`config.mk`:
```
export PLATFORM = sky130hd
export DESIGN_NAME = calendar_edit_ctrl
export DESIGN_NICKNAME = d
export VERILOG_FILES = /design/src/rtl/calendar_pkg.sv /design/src/rtl/btn_repeat.sv /design/src/rtl/calendar_edit_ctrl.sv
export SDC_FILE = /design/constraint.sdc
export NUM_CORES = 1
export LEC_CHECK = 0
export ABC_AREA = 0
export CORE_ASPECT_RATIO = 1.1
export CORE_MARGIN = 4
export CORE_UTILIZATION = 35
export DETAILED_ROUTE_END_ITERATION = 12
export PLACE_DENSITY = 0.57
export RECOVER_POWER = 100
export SLEW_MARGIN = 20
export SYNTH_ARGS = -nofsm -noshare
export SYNTH_HDL_FRONTEND = slang
export SYNTH_HIERARCHICAL = 1
export SYNTH_SLANG_ARGS = --single-unit
```
`constraint.sdc`:
```
create_clock -name clk -period 7.3 [get_ports clk]
set_input_delay 0.73 -clock clk [delete_from_list [all_inputs] [get_ports clk]]
set_output_delay 0.73 -clock clk [all_outputs]
set_load 0.02 [all_outputs]
```
`src/rtl/calendar_pkg.sv`:
```
// Shared state codes, field-select encodings and blink masks for the calendar edit controller.
// Latency: n/a (constants and a helper function only); backpressure: none.
package calendar_pkg;

  typedef logic [2:0] state_t;

  localparam state_t ST_RUN        = 3'd0;
  localparam state_t ST_EDIT_DAY   = 3'd1;
  localparam state_t ST_EDIT_MONTH = 3'd2;
  localparam state_t ST_EDIT_YEAR  = 3'd3;
  localparam state_t ST_EDIT_LOCK  = 3'd4;
  localparam state_t ST_DRAIN      = 3'd5;

  localparam logic [1:0] FLD_DAY   = 2'b00;
  localparam logic [1:0] FLD_MONTH = 2'b01;
  localparam logic [1:0] FLD_YEAR  = 2'b10;
  localparam logic [1:0] FLD_NONE  = 2'b11;

  localparam logic [3:0] BLINK_DAY   = 4'b1100;
  localparam logic [3:0] BLINK_MONTH = 4'b0011;
  localparam logic [3:0] BLINK_YEAR  = 4'b1111;
  localparam logic [3:0] BLINK_OFF   = 4'b0000;

  function automatic logic [2:0] sat_inc3(input logic [2:0] v, input logic [2:0] lim);
    return (v >= lim) ? v : v + 3'd1;
  endfunction

endpackage

```
`src/rtl/btn_repeat.sv`:
```
// Rising-edge detect plus hold-to-repeat: fires on the press, after HOLD_DLY held cycles, then every RPT_PER.
// Latency: fire_o is combinational in the cycle the condition is met; backpressure: none (clr_i restarts the hold count).
module btn_repeat #(
  parameter logic [15:0] HOLD_DLY = 16'd500,
  parameter logic [15:0] RPT_PER  = 16'd100
) (
  input  logic clk,
  input  logic rst,
  input  logic btn_i,
  input  logic clr_i,
  output logic rise_o,
  output logic fire_o
);

  logic        prev_q;
  logic [15:0] cnt_q, cnt_d, cnt_now;
  logic        rpt_q, rpt_d;
  logic        rpt_fire;

  assign rise_o = btn_i & ~prev_q;

  // cnt_now is the held-cycle count including this cycle; rpt_q selects the first-delay or period threshold.
  always_comb begin
    cnt_now  = (cnt_q == 16'hFFFF) ? cnt_q : cnt_q + 16'd1;
    cnt_d    = cnt_now;
    rpt_d    = rpt_q;
    rpt_fire = 1'b0;
    if (!btn_i || clr_i) begin
      cnt_d = '0;
      rpt_d = 1'b0;
    end else if (cnt_now == (rpt_q ? RPT_PER : HOLD_DLY)) begin
      rpt_fire = 1'b1;
      cnt_d    = '0;
      rpt_d    = 1'b1;
    end
  end

  assign fire_o = rise_o | rpt_fire;

  always_ff @(posedge clk or posedge rst) begin
    if (rst) begin
      prev_q <= 1'b0;
      cnt_q  <= '0;
      rpt_q  <= 1'b0;
    end else begin
      prev_q <= btn_i;
      cnt_q  <= cnt_d;
      rpt_q  <= rpt_d;
    end
  end

endmodule

```
`src/rtl/calendar_edit_ctrl.sv`:
```
// Run/edit sequencer for the calendar counters: field increment strobes, edit-field select/blink, deferred day ticks.
// Latency: inc strobes one cycle after the press/repeat, adv_day same cycle in RUN; backpressure: none, ticks held in a saturating pending count.
module calendar_edit_ctrl
  import calendar_pkg::*;
#(
  parameter logic [15:0] HOLD_DLY = 16'd500,
  parameter logic [15:0] RPT_PER  = 16'd100,
  parameter logic [23:0] TIMEOUT  = 24'd5000,
  parameter logic [2:0]  PEND_MAX = 3'd7
) (
  input  logic       clk,
  input  logic       rst,
  input  logic       edit_en,
  input  logic       field_btn,
  input  logic       inc_btn,
  input  logic       new_day,
  output logic       inc_day,
  output logic       inc_month,
  output logic       inc_year,
  output logic       adv_day,
  output logic [1:0] field_sel,
  output logic [3:0] blink,
  output logic       show_year,
  output logic       editing
);

  state_t      state_q, state_d;
  logic        fld_prev_q;
  logic        show_q, show_d;
  logic [2:0]  pend_q, pend_d;
  logic [23:0] idle_q, idle_d;
  logic        inc_day_q, inc_day_d, inc_month_q, inc_month_d, inc_year_q, inc_year_d;
  logic        in_field, fld_rise, inc_rise, inc_fire, adv;

  assign in_field = (state_q == ST_EDIT_DAY) || (state_q == ST_EDIT_MONTH) || (state_q == ST_EDIT_YEAR);
  assign fld_rise = field_btn & ~fld_prev_q;

  btn_repeat #(.HOLD_DLY(HOLD_DLY), .RPT_PER(RPT_PER)) u_inc_rpt (
    .clk    (clk),
    .rst    (rst),
    .btn_i  (inc_btn),
    .clr_i  (~in_field | fld_rise),
    .rise_o (inc_rise),
    .fire_o (inc_fire)
  );

  always_comb begin
    state_d     = state_q;
    show_d      = show_q;
    pend_d      = pend_q;
    idle_d      = '0;
    adv         = 1'b0;
    inc_day_d   = 1'b0;
    inc_month_d = 1'b0;
    inc_year_d  = 1'b0;
    case (state_q)
      ST_RUN: begin
        adv = new_day;
        if (inc_rise) show_d = ~show_q;
        if (edit_en) state_d = ST_EDIT_DAY;
      end
      ST_EDIT_DAY, ST_EDIT_MONTH, ST_EDIT_YEAR: begin
        if (new_day) pend_d = sat_inc3(pend_q, PEND_MAX);
        if (!(fld_rise || inc_fire)) idle_d = (idle_q == 24'hFFFFFF) ? idle_q : idle_q + 24'd1;
        // A strobe is only registered when we stay on this field, so it never lands in DRAIN next to adv_day.
        if (!edit_en) state_d = ST_DRAIN;
        else if (idle_d >= TIMEOUT) state_d = ST_EDIT_LOCK;
        else if (fld_rise) begin
          state_d = (state_q == ST_EDIT_DAY)   ? ST_EDIT_MONTH :
                    (state_q == ST_EDIT_MONTH) ? ST_EDIT_YEAR  : ST_EDIT_DAY;
        end else if (inc_fire) begin
          inc_day_d   = (state_q == ST_EDIT_DAY);
          inc_month_d = (state_q == ST_EDIT_MONTH);
          inc_year_d  = (state_q == ST_EDIT_YEAR);
        end
      end
      ST_EDIT_LOCK: begin
        if (new_day) pend_d = sat_inc3(pend_q, PEND_MAX);
        if (!edit_en) state_d = ST_DRAIN;
      end
      ST_DRAIN: begin
        adv = (pend_q != 3'd0) && !edit_en;
        if (new_day && !adv) pend_d = sat_inc3(pend_q, PEND_MAX);
        else if (adv && !new_day) pend_d = pend_q - 3'd1;
        if (edit_en) state_d = ST_EDIT_DAY;
        else if (pend_d == 3'd0) state_d = ST_RUN;
      end
      default: state_d = ST_RUN;
    endcase
  end

  always_comb begin
    field_sel = FLD_NONE;
    blink     = BLINK_OFF;
    show_year = 1'b0;
    case (state_q)
      ST_EDIT_DAY:   begin field_sel = FLD_DAY;   blink = BLINK_DAY;   end
      ST_EDIT_MONTH: begin field_sel = FLD_MONTH; blink = BLINK_MONTH; end
      ST_EDIT_YEAR:  begin field_sel = FLD_YEAR;  blink = BLINK_YEAR;  show_year = 1'b1; end
      ST_EDIT_LOCK:  show_year = 1'b0;
      default:       show_year = show_q;
    endcase
  end

  assign editing   = in_field || (state_q == ST_EDIT_LOCK);
  assign adv_day   = adv;
  assign inc_day   = inc_day_q;
  assign inc_month = inc_month_q;
  assign inc_year  = inc_year_q;

  always_ff @(posedge clk or posedge rst) begin
    if (rst) begin
      state_q     <= ST_RUN;
      fld_prev_q  <= 1'b0;
      show_q      <= 1'b0;
      pend_q      <= '0;
      idle_q      <= '0;
      inc_day_q   <= 1'b0;
      inc_month_q <= 1'b0;
      inc_year_q  <= 1'b0;
    end else begin
      state_q     <= state_d;
      fld_prev_q  <= field_btn;
      show_q      <= show_d;
      pend_q      <= pend_d;
      idle_q      <= idle_d;
      inc_day_q   <= inc_day_d;
      inc_month_q <= inc_month_d;
      inc_year_q  <= inc_year_d;
    end
  end

endmodule

```
* Yosys cells after proc, flatten, opt, wreduce, memory -nomap -nowiden
Cells that the tools add are included.
** Word-level totals
- Input bits :: 6
- Register bits after elaboration :: 53
- Output and inout port bits :: 12
- Word-level logic and storage cells :: 108
** Operators by class
- Equal/unequal tests :: 13
- Multiplexer cells :: 47
- Bitwise gates (word level) :: 8
- Reductions and logical operators :: 23
- $add $sub $neg :: 4
- $lt $le $gt $ge :: 2
** Operators with widths (number)
- $mux 24 :: 4
- $mux 16 :: 3
- $mux 3 :: 12
- $add 24x1->24 const B :: 1
- $eq 24x24->1 const B :: 1
- $ge 24x13->1 const B :: 1
- $mux 1 :: 19
- $add 16x1->16 const B :: 1
- $eq 16x16->1 :: 1
- $eq 16x16->1 const B :: 1
- $pmux 3 s4 :: 1
- $pmux 4 s3 :: 1
- $mux 9 :: 1
- $eq 3x2->1 const B :: 2
- $eq 3x3->1 const B :: 2
- $logic_not 3->1 :: 2
- $pmux 2 s3 :: 1
- $pmux 3 s2 :: 1
- $reduce_or 3->1 :: 2
- $logic_or 1x1->1 :: 5
- $logic_not 1->1 :: 4
- $mux 2 :: 2
- $ne 2x2->1 const B :: 2
- $ne 4x4->1 const B :: 1
- other kinds (16) :: 26

* Depth between registers and ports, before layout
Gate-level depths: netlist of run 1.
- Word-level depth :: 15
- Mapped depth :: 17
- Mapped depth without buffers :: 15

* Hierarchy
Netlist of run 1, hierarchy kept.
** Modules (own cells, without submodules)
- calendar_edit_ctrl :: instances 1, cells each 280, area each 2451.1 µm², seq. area each 875.8 µm²
- btn_repeat :: instances 1, cells each 137, area each 1233.7 µm², seq. area each 450.4 µm²

* Worst setup path before layout of run 1
OpenSTA, ideal clock, no wires.
- Kind :: register -> register
- Start :: register state_q[1]
- End :: register state_q[2]
- Required time :: 7.179 ns
- Stages on the path, launching flop included :: 15
- Buffers on the path :: 1
- Arrival :: 3.141 ns
- Period minus slack after synthesis :: 3.262 ns
- Path slack :: 4.038 ns
- Library setup time :: 0.121 ns
- Cell sequence :: dfrtp_1 clkbuf_1 inv_1 nor2_1 nor2_1 or2_2 nand2b_1 o21bai_1 or2_2 a2bb2oi_1 mux2_2 nand4_1 nor4_4 o21ai_2 a22o_1
** Between the ends
- Word-level cells in the longest chain between the ends :: 15
- Elaborated cells on any way between the ends :: 26
- Classes of those cells :: order compare (1); eq/ne (9); mux (6); bitwise (3); reduce/logical (7)
** Ends and longest elaborated chain
- from (decl) :: line calendar_edit_ctrl.sv:27 : state_t state_q, state_d;
- from (signal assigned) :: line calendar_edit_ctrl.sv:122 : state_q <= state_d;
- $eq 3x1->1 / $eq 3x2->1 (equally long branches) :: line calendar_edit_ctrl.sv:35 : assign in_field = (state_q == ST_EDIT_DAY) || (state_q == ST_EDIT_MONTH) || (state_q == ST_EDIT_YEAR);
- $logic_or 1x1->1 :: line calendar_edit_ctrl.sv:35
- $logic_or 1x1->1 * :: line calendar_edit_ctrl.sv:35
- $not 1->1 * :: line calendar_edit_ctrl.sv:42 : .clr_i (~in_field | fld_rise),
- $or 1x1->1 * :: line calendar_edit_ctrl.sv:42
- $logic_or 1x1->1 * :: line btn_repeat.sv:28 : if (!btn_i || clr_i) begin
- $mux 1 * :: line btn_repeat.sv:28
- $or 1x1->1 * :: line btn_repeat.sv:38 : assign fire_o = rise_o | rpt_fire;
- named net inc_fire :: line calendar_edit_ctrl.sv:33 : logic in_field, fld_rise, inc_rise, inc_fire, adv;
- $logic_or 1x1->1 * :: line calendar_edit_ctrl.sv:64 : if (!(fld_rise || inc_fire)) idle_d = (idle_q == 24'hFFFFFF) ? idle_q : idle_q + 24'd1;
- $mux 24 * :: line calendar_edit_ctrl.sv:64
- $mux 24 * :: line calendar_edit_ctrl.sv:56 : case (state_q)
- $ge 24x13->1 * :: line calendar_edit_ctrl.sv:67 : else if (idle_d >= TIMEOUT) state_d = ST_EDIT_LOCK;
- $mux 3 :: line calendar_edit_ctrl.sv:67
- $mux 3 :: line calendar_edit_ctrl.sv:66 : if (!edit_en) state_d = ST_DRAIN;
- $pmux 3 s4 :: line calendar_edit_ctrl.sv:56
The timed path passes the listed nets; every way through them passes the cells marked *. The select of a mux whose other input is x is not followed.
A chain may end at the register's enable or synchronous reset.

* Worst setup path in the final report of run 1
- Start :: register u_inc_rpt.cnt_q[1]
- End :: register state_q[0]
** Between the ends
- Word-level cells in the longest chain between the ends :: 13
- Elaborated cells on any way between the ends :: 16
- Classes of those cells :: add/sub (1); order compare (1); eq/ne (3); mux (8); bitwise (1); reduce/logical (2)
** Ends and longest elaborated chain
- from (decl) :: line btn_repeat.sv:16 : logic [15:0] cnt_q, cnt_d, cnt_now;
- from (signal assigned) :: line btn_repeat.sv:47 : cnt_q <= cnt_d;
- $add 16x1->16 / $eq 16x16->1 (equally long branches) :: line btn_repeat.sv:24 : cnt_now = (cnt_q == 16'hFFFF) ? cnt_q : cnt_q + 16'd1;
- $mux 16 * :: line btn_repeat.sv:24
- $eq 16x16->1 * :: line btn_repeat.sv:31 : end else if (cnt_now == (rpt_q ? RPT_PER : HOLD_DLY)) begin
- $mux 1 * :: line btn_repeat.sv:31
- $mux 1 * :: line btn_repeat.sv:28
- $or 1x1->1 * :: line btn_repeat.sv:38
- named net inc_fire :: line calendar_edit_ctrl.sv:33
- $logic_or 1x1->1 * :: line calendar_edit_ctrl.sv:64
- $mux 24 * :: line calendar_edit_ctrl.sv:64
- $mux 24 * :: line calendar_edit_ctrl.sv:56
- $ge 24x13->1 * :: line calendar_edit_ctrl.sv:67
- $mux 3 :: line calendar_edit_ctrl.sv:67
- $mux 3 :: line calendar_edit_ctrl.sv:66
- $pmux 3 s4 :: line calendar_edit_ctrl.sv:56
Marked as above.

==> results of run 1 <==
[power breakdown]
| group | leakage, uW | total [uW] | switching [uW] | internal, uW |
|---|---|---|---|---|
| Combinational | 0.000794 | 352 | 208 | 144 |
| Sequential | 0.000721 | 368 | 47.7 | 320 |
| Clock | 0.0000831 | 279 | 108 | 171 |
| Total | 0.00160 | 999 | 363 | 636 |
[per-stage QoR]
stage | instance area [um^2] | cells
floorplan | 3680 | 417
global placement | 3910 | 555
detailed placement | 3910 | 555
CTS | 4090 | 563
global route | 4030 | 563
finish | 4030 | 563
[logic make-up (layout without fill, tap and decap cells)]
family,Yosys count,in the layout,synth area share
DFF,53,53,0.360
buffers and inverters,34,37,0.0458
adders and majority gates,6,6,0.0204
and+or+nand+nor,198,198,0.301
muxes,10,10,0.0278
AOI/OAI and AO/OA,83,83,0.165
xor gates and xnor gates,33,33,0.0805
[Yosys cell counts (7+ instances only)]
master	count	area, um^2
xor2_1	10	87.6
mux2i_1	8	80.1
xnor2_1	22	193
nor3_1	12	60.1
nand3_1	20	100
nand4_1	15	93.8
inv_1	11	41.3
nor2_1	54	203
buf_4	7	52.6
and4_1	8	70.1
dfrtp_1	53	1330
and3_1	11	68.8
o21ai_0	15	75.1
a21oi_1	15	75.1
nand2_1	31	116
clkbuf_1	8	30.0
[worst paths after layout]
path | endpoint | slack [ps]
setup / recovery | state_q[0] | 3330
hold / removal | show_q | 590
setup reg to reg | state_q[0] | 3330
hold reg to reg | show_q | 590
max in group asynchronous | fld_prev_q | 4560
min in group asynchronous | u_inc_rpt/cnt_q[5] | 1010
[worst max-delay path, cell delays in order (launching register included)]
cell and delay, ps:
dfrtp_1 430, ha_1 280, and3_1 340, nand4_2 150, or2_1 380, a211oi_1 280
nor3_1 110, nand3_1 100, o21bai_1 130, nor2_1 330, o2111ai_1 150, a2111oi_0 660
nor3b_1 220, mux2i_1 160, a22oi_1 160
[layer usage]
| metal | up-vias | routed length, um |
|---|---|---|
| met4 | 0 | 119 |
| met3 | 8 | 255 |
| met1 | 1488 | 4140 |
| met5 | - | 0 |
| li1 | 1525 | - |
| met2 | 52 | 3810 |
[placed cells by master, fill, tap and decap left out, drive strengths merged, types with 2 or more instances in the layout]
cell	Yosys	routed
o22a	3	3
clkbuf	9	7
xor2	10	10
nor2b	5	5
inv	11	11
a31oi	5	5
a211oi	6	6
a221o	2	2
nor3b	2	2
nand2b	6	6
ha	6	6
o211ai	5	5
mux2i	8	8
o22ai	2	2
nand2	31	31
xnor2	23	23
or3	3	3
nor2	54	54
nand4	19	19
nand3	21	21
a31o	2	2
nand4b	3	3
and3	14	14
nor4	7	7
dfrtp	53	53
or2	4	4
o21bai	3	3
nor3	13	13
and4	9	9
and2	3	3
dlygate4sd3	0	16
a21o	3	3
a21oi	16	16
mux2	2	2
a311oi	2	2
o21ai	18	18
[registers in the layout, indices dropped and copies added (netlist names)]
name and flops:
idle_q 24, u_inc_rpt/cnt_q 16, pend_q 3, state_q 3, fld_prev_q 1, inc_day 1, inc_month 1, inc_year 1
show_q 1, u_inc_rpt/prev_q 1, u_inc_rpt/rpt_q 1
[layout make-up]
cell class	instances	area, um^2
Fill cell	1068	6310
Multi-Input combinational cell	330	2140
Sequential cell	53	1330
Tap cell	143	179
Timing Repair Buffer	18	174
Clock buffer	6	139
Inverter	11	41.3
Clock inverter	2	37.5
==> metrics.yaml, run 1 <==
drcViolationCount: 0
cts_tree: "done"
leakage_uw: 0.00160
post-place-ws_ps: 3450
cap_violations: 1
grt_max_degree: 36
ctsHoldBuffers: 0
vias_per_cell: 5.46
end_kind: "flop"
fp-row-count: 39
crit_type: "flop to flop"
fin_skew_ps: 10.2
cts_sinks: 53
synth_ff_type: "dfrtp_1"
finalWorstSetupSlack_ps: 3330
avgSynthCellArea_um2: 8.84
firstDrtPassIters: 4
timing.hold.ws_ps: 585
fin_tns_setup_ps: 0
rr_worst_depth: 14
violations: "capacitance limit, slew limit"
io_buffers: 17
met2_usage: 0.232
arrival_ps: 4180
wl_mm: 8.33
grt-ovfl-total: 0
ant_nets: 0
io_pins: 18
die_area_mm2: 0.0122
drt-wirelength-per-cell_um: 14.8
slew-limit-headroom: -0.307
tightest_slew_ps: 1960
grt_pass1_vias: 3068
syn_inst: 417
p_total_uw: 999
core_mm2: 0.0103
clock_path_buffers: 2
crit_required_ps: 7510
clk_latency_ps: 290
drt_first_iter_violations: 145
syn_area_mm2: 0.00368
startpoint: "u_inc_rpt/cnt_q[1]"
hold_viol_final: 0
pwr_density_cell_mw_per_mm2: 248
fin_util: 0.390
min_path_type: "flop to flop"
fmax_mhz: 252
busiest_layer: "met2"
synth_cell_type_count: 77
peakVddDrop_mv: 0.116
synth-async-reset-ratio: 1.00
htree_levels: 2
drive_gt1_frac: 0.0690
syn_nets: 429
slew_viol_final: 36
hp-start: "show_q"
ys_seq_elements: 53
post-cts-setup-buffer-count: 0
met1_usage: 0.199
cts.repair.resized: 0
dpl.hpwl_mm: 6.15
finalSetupViolCount: 0
die_y_um: 116
rr_startpoint: "u_inc_rpt/cnt_q[1]"
vias: 3073
nNetsFinal: 431
status: "finished, violations left"
die_w_um: 106
rsz0062_at_grt: "no"
holdPathStages: 2
cts_root_buf: "clkbuf_16"
min_period_over_period: 0.544
cts_inserted_buffers: 5
grt_pass1_wl_mm: 14.7
period_needed_ps: 3970
antennaDiodeCount: 0
place_congestion: 0.893
initial_utilization: 0.356
syn2layout_area_growth_pct: 9.47
grt_use_met3: 0.0228
ys_seq_area_frac: 0.360
synth_edf_count: 0
crit_path_start_kind: "flop"
path_clk_slew_ps: 80
track_usage: 0.144
yosysWarnings: 6
crit_fanout: 8
antenna_found_initial: 0
No activity file was read; power rests on OpenSTA's default activity.
==> inputs of run 2 (changes only) <==
--- a/config.mk
+++ b/config.mk
@@ -10,7 +10,7 @@
 export CORE_MARGIN = 4
 export CORE_UTILIZATION = 35
 export DETAILED_ROUTE_END_ITERATION = 12
-export PLACE_DENSITY = 0.57
+export PLACE_DENSITY = 0.59
 export RECOVER_POWER = 100
 export SLEW_MARGIN = 20
 export SYNTH_ARGS = -nofsm -noshare
==> constraint.sdc (replaced) <==
create_clock -name clk -period 3.4 [get_ports clk]
set_input_delay 0.34 -clock clk [delete_from_list [all_inputs] [get_ports clk]]
set_output_delay 0.34 -clock clk [all_outputs]
set_load 0.02 [all_outputs]
==> run 2 against run 1 <==
The flow still finishes with violations (capacitance limit, slew limit). Clock skew up 0.55 ps. Worst setup slack got worse by 3200 ps. Hold slack got worse by 10 ps. Total power grew 120%. Design area rose by 7.4%. Non-clock buffer count increased by 27. Critical path depth is the same. Maximum frequency is 22% higher. Critical path type unchanged. Critical endpoint is now state_q[2].
==> metrics.yaml, run 2 (same netlist as run 1, synthesis figures left out) <==
status: "finished, violations left"  # unchanged
violations: "capacitance limit, slew limit"  # unchanged
cts_sinks: 53  # unchanged
fmax_mhz: 307  # was 252 MHz
crit_required_ps: 3590  # was 7510 ps
grt_pass1_wl_mm: 15.5  # was 14.7 mm
clock_path_buffers: 2  # unchanged
crit_path_start_kind: "flop"  # unchanged
drt-wirelength-per-cell_um: 15.1  # was 14.8 um
antennaDiodeCount: 0  # unchanged
rr_startpoint: "u_inc_rpt/cnt_q[3]"  # was u_inc_rpt/cnt_q[1]
timing.hold.ws_ps: 575  # was 585 ps
cap_violations: 1  # unchanged
crit_type: "flop to flop"  # unchanged
cts_tree: "done"  # unchanged
min_period_over_period: 0.958  # was 0.544
crit_fanout: 10  # was 8
ctsHoldBuffers: 0  # unchanged
firstDrtPassIters: 4  # unchanged
stdcell_area_mm2: 0.00433  # was 0.00403 mm^2
hp-start: "show_q"  # unchanged
dpl.hpwl_mm: 6.56  # was 6.15 mm
slew_viol_final: 36  # unchanged
drcViolationCount: 0  # unchanged
io_buffers: 17  # unchanged
path_clk_slew_ps: 70  # was 80 ps
place_congestion: 0.878  # was 0.893
placedInstanceArea_mm2: 0.00409  # was 0.00391 mm^2
wl_mm: 8.90  # was 8.33 mm
vias_per_cell: 5.43  # was 5.46
drt_first_iter_violations: 197  # was 145
end_kind: "flop"  # unchanged
reg.largest.list: "idle_q x24, u_inc_rpt/cnt_q x16"  # unchanged
ant_nets: 0  # unchanged
clk_latency_ps: 290  # about the same
hold_viol_final: 0  # unchanged
grt-ovfl-total: 0  # unchanged
ff2ff_setup_slack_ps: 140  # was 3330 ps
fillCellCount: 1047  # was 1068
finalSetupViolCount: 0  # unchanged
die_y_um: 116  # unchanged
pwr_density_cell_mw_per_mm2: 504  # was 248 mW/mm^2
slew-limit-headroom: -0.311  # was -0.307
vias: 3206  # was 3073
hold_path_end: "show_q"  # unchanged
die_w_um: 106  # unchanged
holdPathStages: 2  # unchanged
grt_max_degree: 36  # unchanged
arrival_ps: 3450  # was 4180 ps
fin_skew_ps: 10.7  # was 10.2 ps
period_needed_ps: 3260  # was 3970 ps
nNetsFinal: 458  # was 431
htree_levels: 2  # unchanged
fp-row-count: 39  # unchanged
antenna_found_initial: 0  # unchanged
cts_root_buf: "clkbuf_16"  # unchanged
die_area_mm2: 0.0122  # unchanged
leakage_uw: 0.00172  # was 0.00160 uW
core_mm2: 0.0103  # unchanged
regMostFlops: "idle_q"  # unchanged
largest_reg_flops: 24  # unchanged
syn2layout_area_growth_pct: 17.5  # was 9.47%
track_usage: 0.152  # was 0.144
drive_gt1_frac: 0.168  # was 0.0690
worstReg2RegEnd: "state_q[2]"  # was state_q[0]
min_path_type: "flop to flop"  # unchanged
final_common_cell: "nor2_1"  # unchanged
tightest_slew_ps: 1970  # was 1960 ps
rr_worst_depth: 14  # unchanged
peakVddDrop_mv: 0.236  # was 0.116 mV
initial_utilization: 0.356  # unchanged
io_pins: 18  # unchanged
grt_pass1_vias: 3166  # was 3068
cts_inserted_buffers: 5  # unchanged
layout_common_cells: "53 x nor2_1, 47 x dfrtp_1, 31 x nand2_1, 25 x buf_4, 22 x xnor2_1"  # was 54 x nor2_1, 53 x dfrtp_1, 31 x nand2_1, 22 x xnor2_1, 20 x nand3_1
## run 2: changes by cell type in the layout (fill, tap and decap cells not counted), sizes merged
cell / before / now
clkinvlp: 1 / 0
dlygate4sd3: 16 / 14
clkinv: 0 / 1
buf: 0 / 25
clkbuf: 7 / 9
clkdlybuf4s50: 1 / 3
## run 2: through the flow
stage / utilization / cells / total power (uW) / setup WS [ps] / TNS (ps)
after floorplan: - / 417 / 1350 / 138 / 0
after global placement: 0.396 / 579 / 1640 / -88.0 / -171
after detailed placement: 0.396 / 579 / 1660 / -109 / -301
after CTS: 0.414 / 587 / 2250 / 19.5 / 0
after global routing: 0.419 / 590 / 2360 / -31.6 / -31.6
final: 0.419 / 590 / 2180 / 142 / 0
## run 2: layout make-up
type | count | area (um^2) | area share
inverter | 11 | 41.3 | 0.00953
clock buffer | 6 | 129 | 0.0298
timing repair buffer | 45 | 370 | 0.0855
clock inverter | 2 | 38.8 | 0.00896
sequential | 53 | 1330 | 0.308
multi-input combinational | 330 | 2240 | 0.517
tap | 143 | 179 | 0.0413
## run 2: critical path, stage by stage, from the launching register on
cell       delay (ps)
dfrtp_2           470
nand4_2           220
nor4_1            430
xnor2_1           170
and2_4            160
and3_4            180
nand3_2           100
o21bai_4          170
or2_2             170
a2bb2oi_1         150
mux2_2            170
nand4_1           160
nor4_4            290
o21ai_2            90
a22o_1            220
## run 2: report_power, final
group | leakage (uW) | internal, uW | switching, uW | total (uW)
combinational | 0.000930 | 352 | 502 | 854
clock | 0.0000810 | 349 | 230 | 579
sequential | 0.000711 | 688 | 62.0 | 750
total | 0.00172 | 1390 | 794 | 2180
## run 2: layer usage
metal,GRT usage,vias up,wire length (um)
met5,0,-,0
met4,0.0406,0,119
met1,0.199,1552,4160
met3,0.0245,13,291
li1,-,1575,-
met2,0.264,66,4340
## run 2: worst max-delay path by stage
| stage | start | end | depth (start not counted) | slack, ps |
|---|---|---|---|---|
| final | u_inc_rpt/cnt_q[3] | state_q[2] | 14 | 140 |
| after global placement | u_inc_rpt/cnt_q[0] | state_q[0] | 14 | -90 |
| after detailed placement | u_inc_rpt/cnt_q[0] | state_q[2] | 15 | -110 |
| after CTS | u_inc_rpt/cnt_q[0] | state_q[2] | 15 | 20 |
| after global routing | u_inc_rpt/cnt_q[1] | state_q[2] | 15 | -30 |
| after floorplan | state_q[1] | state_q[2] | 14 | 140 |
## run 2: timing repair
action | 4_1_cts | 5_1_grt
pin swaps | 0 | 2
gates resized for setup | 5 | 16
endpoints found under the setup margin | 6 | 6
setup buffers | 0 | 3
==> inputs of run 3 (changes only) <==
--- a/config.mk
+++ b/config.mk
@@ -10,7 +10,7 @@
 export CORE_MARGIN = 4
 export CORE_UTILIZATION = 35
 export DETAILED_ROUTE_END_ITERATION = 12
-export PLACE_DENSITY = 0.59
+export PLACE_DENSITY = 0.56
 export RECOVER_POWER = 100
 export SLEW_MARGIN = 20
 export SYNTH_ARGS = -nofsm -noshare
==> run 3 against run 2 <==
Highest routed layer unchanged. The run still ends with capacitance limit, slew limit left. Sequential share of layout area is 0.29 points lower. Clock power is 2% higher. Die area stayed put.
==> metrics.yaml, run 3 (same netlist as run 1, synthesis figures left out) <==
status: "finished, violations left"  # unchanged
violations: "capacitance limit, slew limit"  # unchanged
drive_gt1_frac: 0.165  # was 0.168
vias_per_cell: 5.46  # was 5.43
htree_levels: 2  # unchanged
holdPathStages: 1  # was 2
initial_utilization: 0.356  # unchanged
final_common_cell: "nor2_1"  # unchanged
slew-limit-headroom: -0.300  # was -0.311
io_pins: 18  # unchanged
track_usage: 0.145  # was 0.152
layout_common_cells: "52 x nor2_1, 49 x dfrtp_1, 31 x nand2_1, 22 x xnor2_1, 20 x buf_4"  # was 53 x nor2_1, 47 x dfrtp_1, 31 x nand2_1, 25 x buf_4, 22 x xnor2_1
die_area_mm2: 0.0122  # unchanged
grt_pass1_wl_mm: 14.8  # was 15.5 mm
stdcell_count: 585  # was 590
nNetsFinal: 453  # was 458
regMostFlops: "idle_q"  # unchanged
drt_first_iter_violations: 210  # was 197
finalSetupViolCount: 0  # unchanged
dpl.hpwl_mm: 6.42  # was 6.56 mm
end_kind: "flop"  # unchanged
rsz0062_at_grt: "yes"
grt-ovfl-total: 0  # unchanged
crit_fanout: 5  # was 10
core_mm2: 0.0103  # unchanged
arrival_ps: 3550  # was 3450 ps
tightest_slew_ps: 1950  # was 1970 ps
cts_sinks: 53  # unchanged
die_w_um: 106  # unchanged
fin_util: 0.422  # was 0.419
fp-row-count: 39  # unchanged
largest_reg_flops: 24  # unchanged
fillCellCount: 1038  # was 1047
syn2layout_area_growth_pct: 18.4  # was 17.5%
rr_startpoint: "u_inc_rpt/cnt_q[1]"  # was u_inc_rpt/cnt_q[3]
period_needed_ps: 3320  # was 3260 ps
peakVddDrop_mv: 0.236  # about the same
cts_tree: "done"  # unchanged
crit_path_start_kind: "flop"  # unchanged
wl_mm: 8.77  # was 8.90 mm
min_period_over_period: 0.976  # was 0.958
grt_max_degree: 36  # unchanged
clk_latency_ps: 290  # about the same
vias: 3193  # was 3206
min_path_type: "input port to flop"  # was flop to flop
ff2ff_setup_slack_ps: 80  # was 140 ps
dp_cells: 575  # was 579
fin_tns_setup_ps: 0  # unchanged
cts_root_buf: "clkbuf_16"  # unchanged
grt_pass1_vias: 3092  # was 3166
reg.largest.list: "idle_q x24, u_inc_rpt/cnt_q x16"  # unchanged
cts_inserted_buffers: 5  # unchanged
hold_viol_final: 0  # unchanged
hp-start: "field_btn"  # was show_q
hold_path_end: "fld_prev_q"  # was show_q
die_y_um: 116  # unchanged
ant_nets: 0  # unchanged
clock_path_buffers: 2  # unchanged
path_clk_slew_ps: 70  # about the same
leakage_uw: 0.00172  # about the same
crit_type: "flop to flop"  # unchanged
rr_worst_depth: 15  # was 14
ctsHoldBuffers: 0  # unchanged
fmax_mhz: 301  # was 307 MHz
drt-wirelength-per-cell_um: 15.0  # was 15.1 um
firstDrtPassIters: 4  # unchanged
cap_violations: 1  # unchanged
slew_viol_final: 36  # unchanged
crit_required_ps: 3630  # was 3590 ps
stdcell_area_mm2: 0.00436  # was 0.00433 mm^2
drcViolationCount: 0  # unchanged
place_congestion: 0.872  # was 0.878
fin_skew_ps: 5.99  # was 10.7 ps
worstReg2RegEnd: "state_q[2]"  # unchanged
pwr_density_cell_mw_per_mm2: 506  # was 504 mW/mm^2
placedInstanceArea_mm2: 0.00406  # was 0.00409 mm^2
antennaDiodeCount: 0  # unchanged
io_buffers: 17  # unchanged
antenna_found_initial: 0  # unchanged
p_total_uw: 2210  # was 2180 uW
-- run 3: changes by cell type in the layout (fill, tap and decap cells not counted), sizes merged --
cell,change
dlygate4sd3,-4
clkdlybuf4s50,+4
clkinv,-1
buf,-4
-- run 3: metal layers --
| layer | up-vias | global-route usage | wire, um |
|---|---|---|---|
| met4 | 0 | 0.0458 | 71 |
| met1 | 1545 | 0.192 | 4090 |
| met3 | 6 | 0.0251 | 340 |
| li1 | 1569 | - | - |
| met5 | - | 0 | 0 |
| met2 | 73 | 0.245 | 4270 |
-- run 3: worst max-delay path by stage --
| stage | from | endpoint | slack [ps] |
|---|---|---|---|
| after floorplan | state_q[1] | state_q[2] | 140 |
| after global placement | u_inc_rpt/cnt_q[0] | state_q[2] | 110 |
| after detailed placement | u_inc_rpt/cnt_q[0] | state_q[2] | -20 |
| after CTS | u_inc_rpt/cnt_q[0] | state_q[2] | 9 |
| after global routing | u_inc_rpt/cnt_q[1] | state_q[2] | -110 |
| final | u_inc_rpt/cnt_q[1] | state_q[2] | 80 |
-- run 3: through the flow --
stage,hold WS [ps],setup WS (ps)
finish,515,81.5
global route,528,-113
CTS,510,8.57
detailed placement,563,-24.8
global placement,549,106
floorplan,279,138
-- run 3: worst max-delay path: stages (launching register included) --
cell      delay (ps)
dfrtp_1          360
ha_2             220
and3_4           220
buf_4            120
nand4_2          120
or2_1            320
a211oi_2         350
nor3_4           100
nand3_4           80
o21bai_4          80
or2_4            250
or4_1            530
nand2_1          130
nor4_4            60
o21ai_2          160
a22o_1           150
-- run 3: area by class of cell --
| class | count | area, um^2 | share of cell area |
|---|---|---|---|
| Sequential cell | 53 | 1330 | 0.305 |
| Clock inverter | 1 | 30.0 | 0.00688 |
| Inverter | 11 | 41.3 | 0.00946 |
| Multi-Input combinational cell | 330 | 2300 | 0.527 |
| Tap cell | 143 | 179 | 0.0410 |
| Timing Repair Buffer | 40 | 339 | 0.0777 |
| Clock buffer | 7 | 143 | 0.0327 |
-- run 3: report_power, final --
part           internal [uW]  switching, uW  total [uW]
Combinational            364            500         864
Sequential               689           64.6         753
Clock                    368            221         589
Total                   1420            785        2210
-- run 3: timing repair --
action	4_1_cts	5_1_grt
buffers inserted	0	2
endpoints found under the setup margin	1	6
pin swaps	0	9
gates resized for setup	1	26
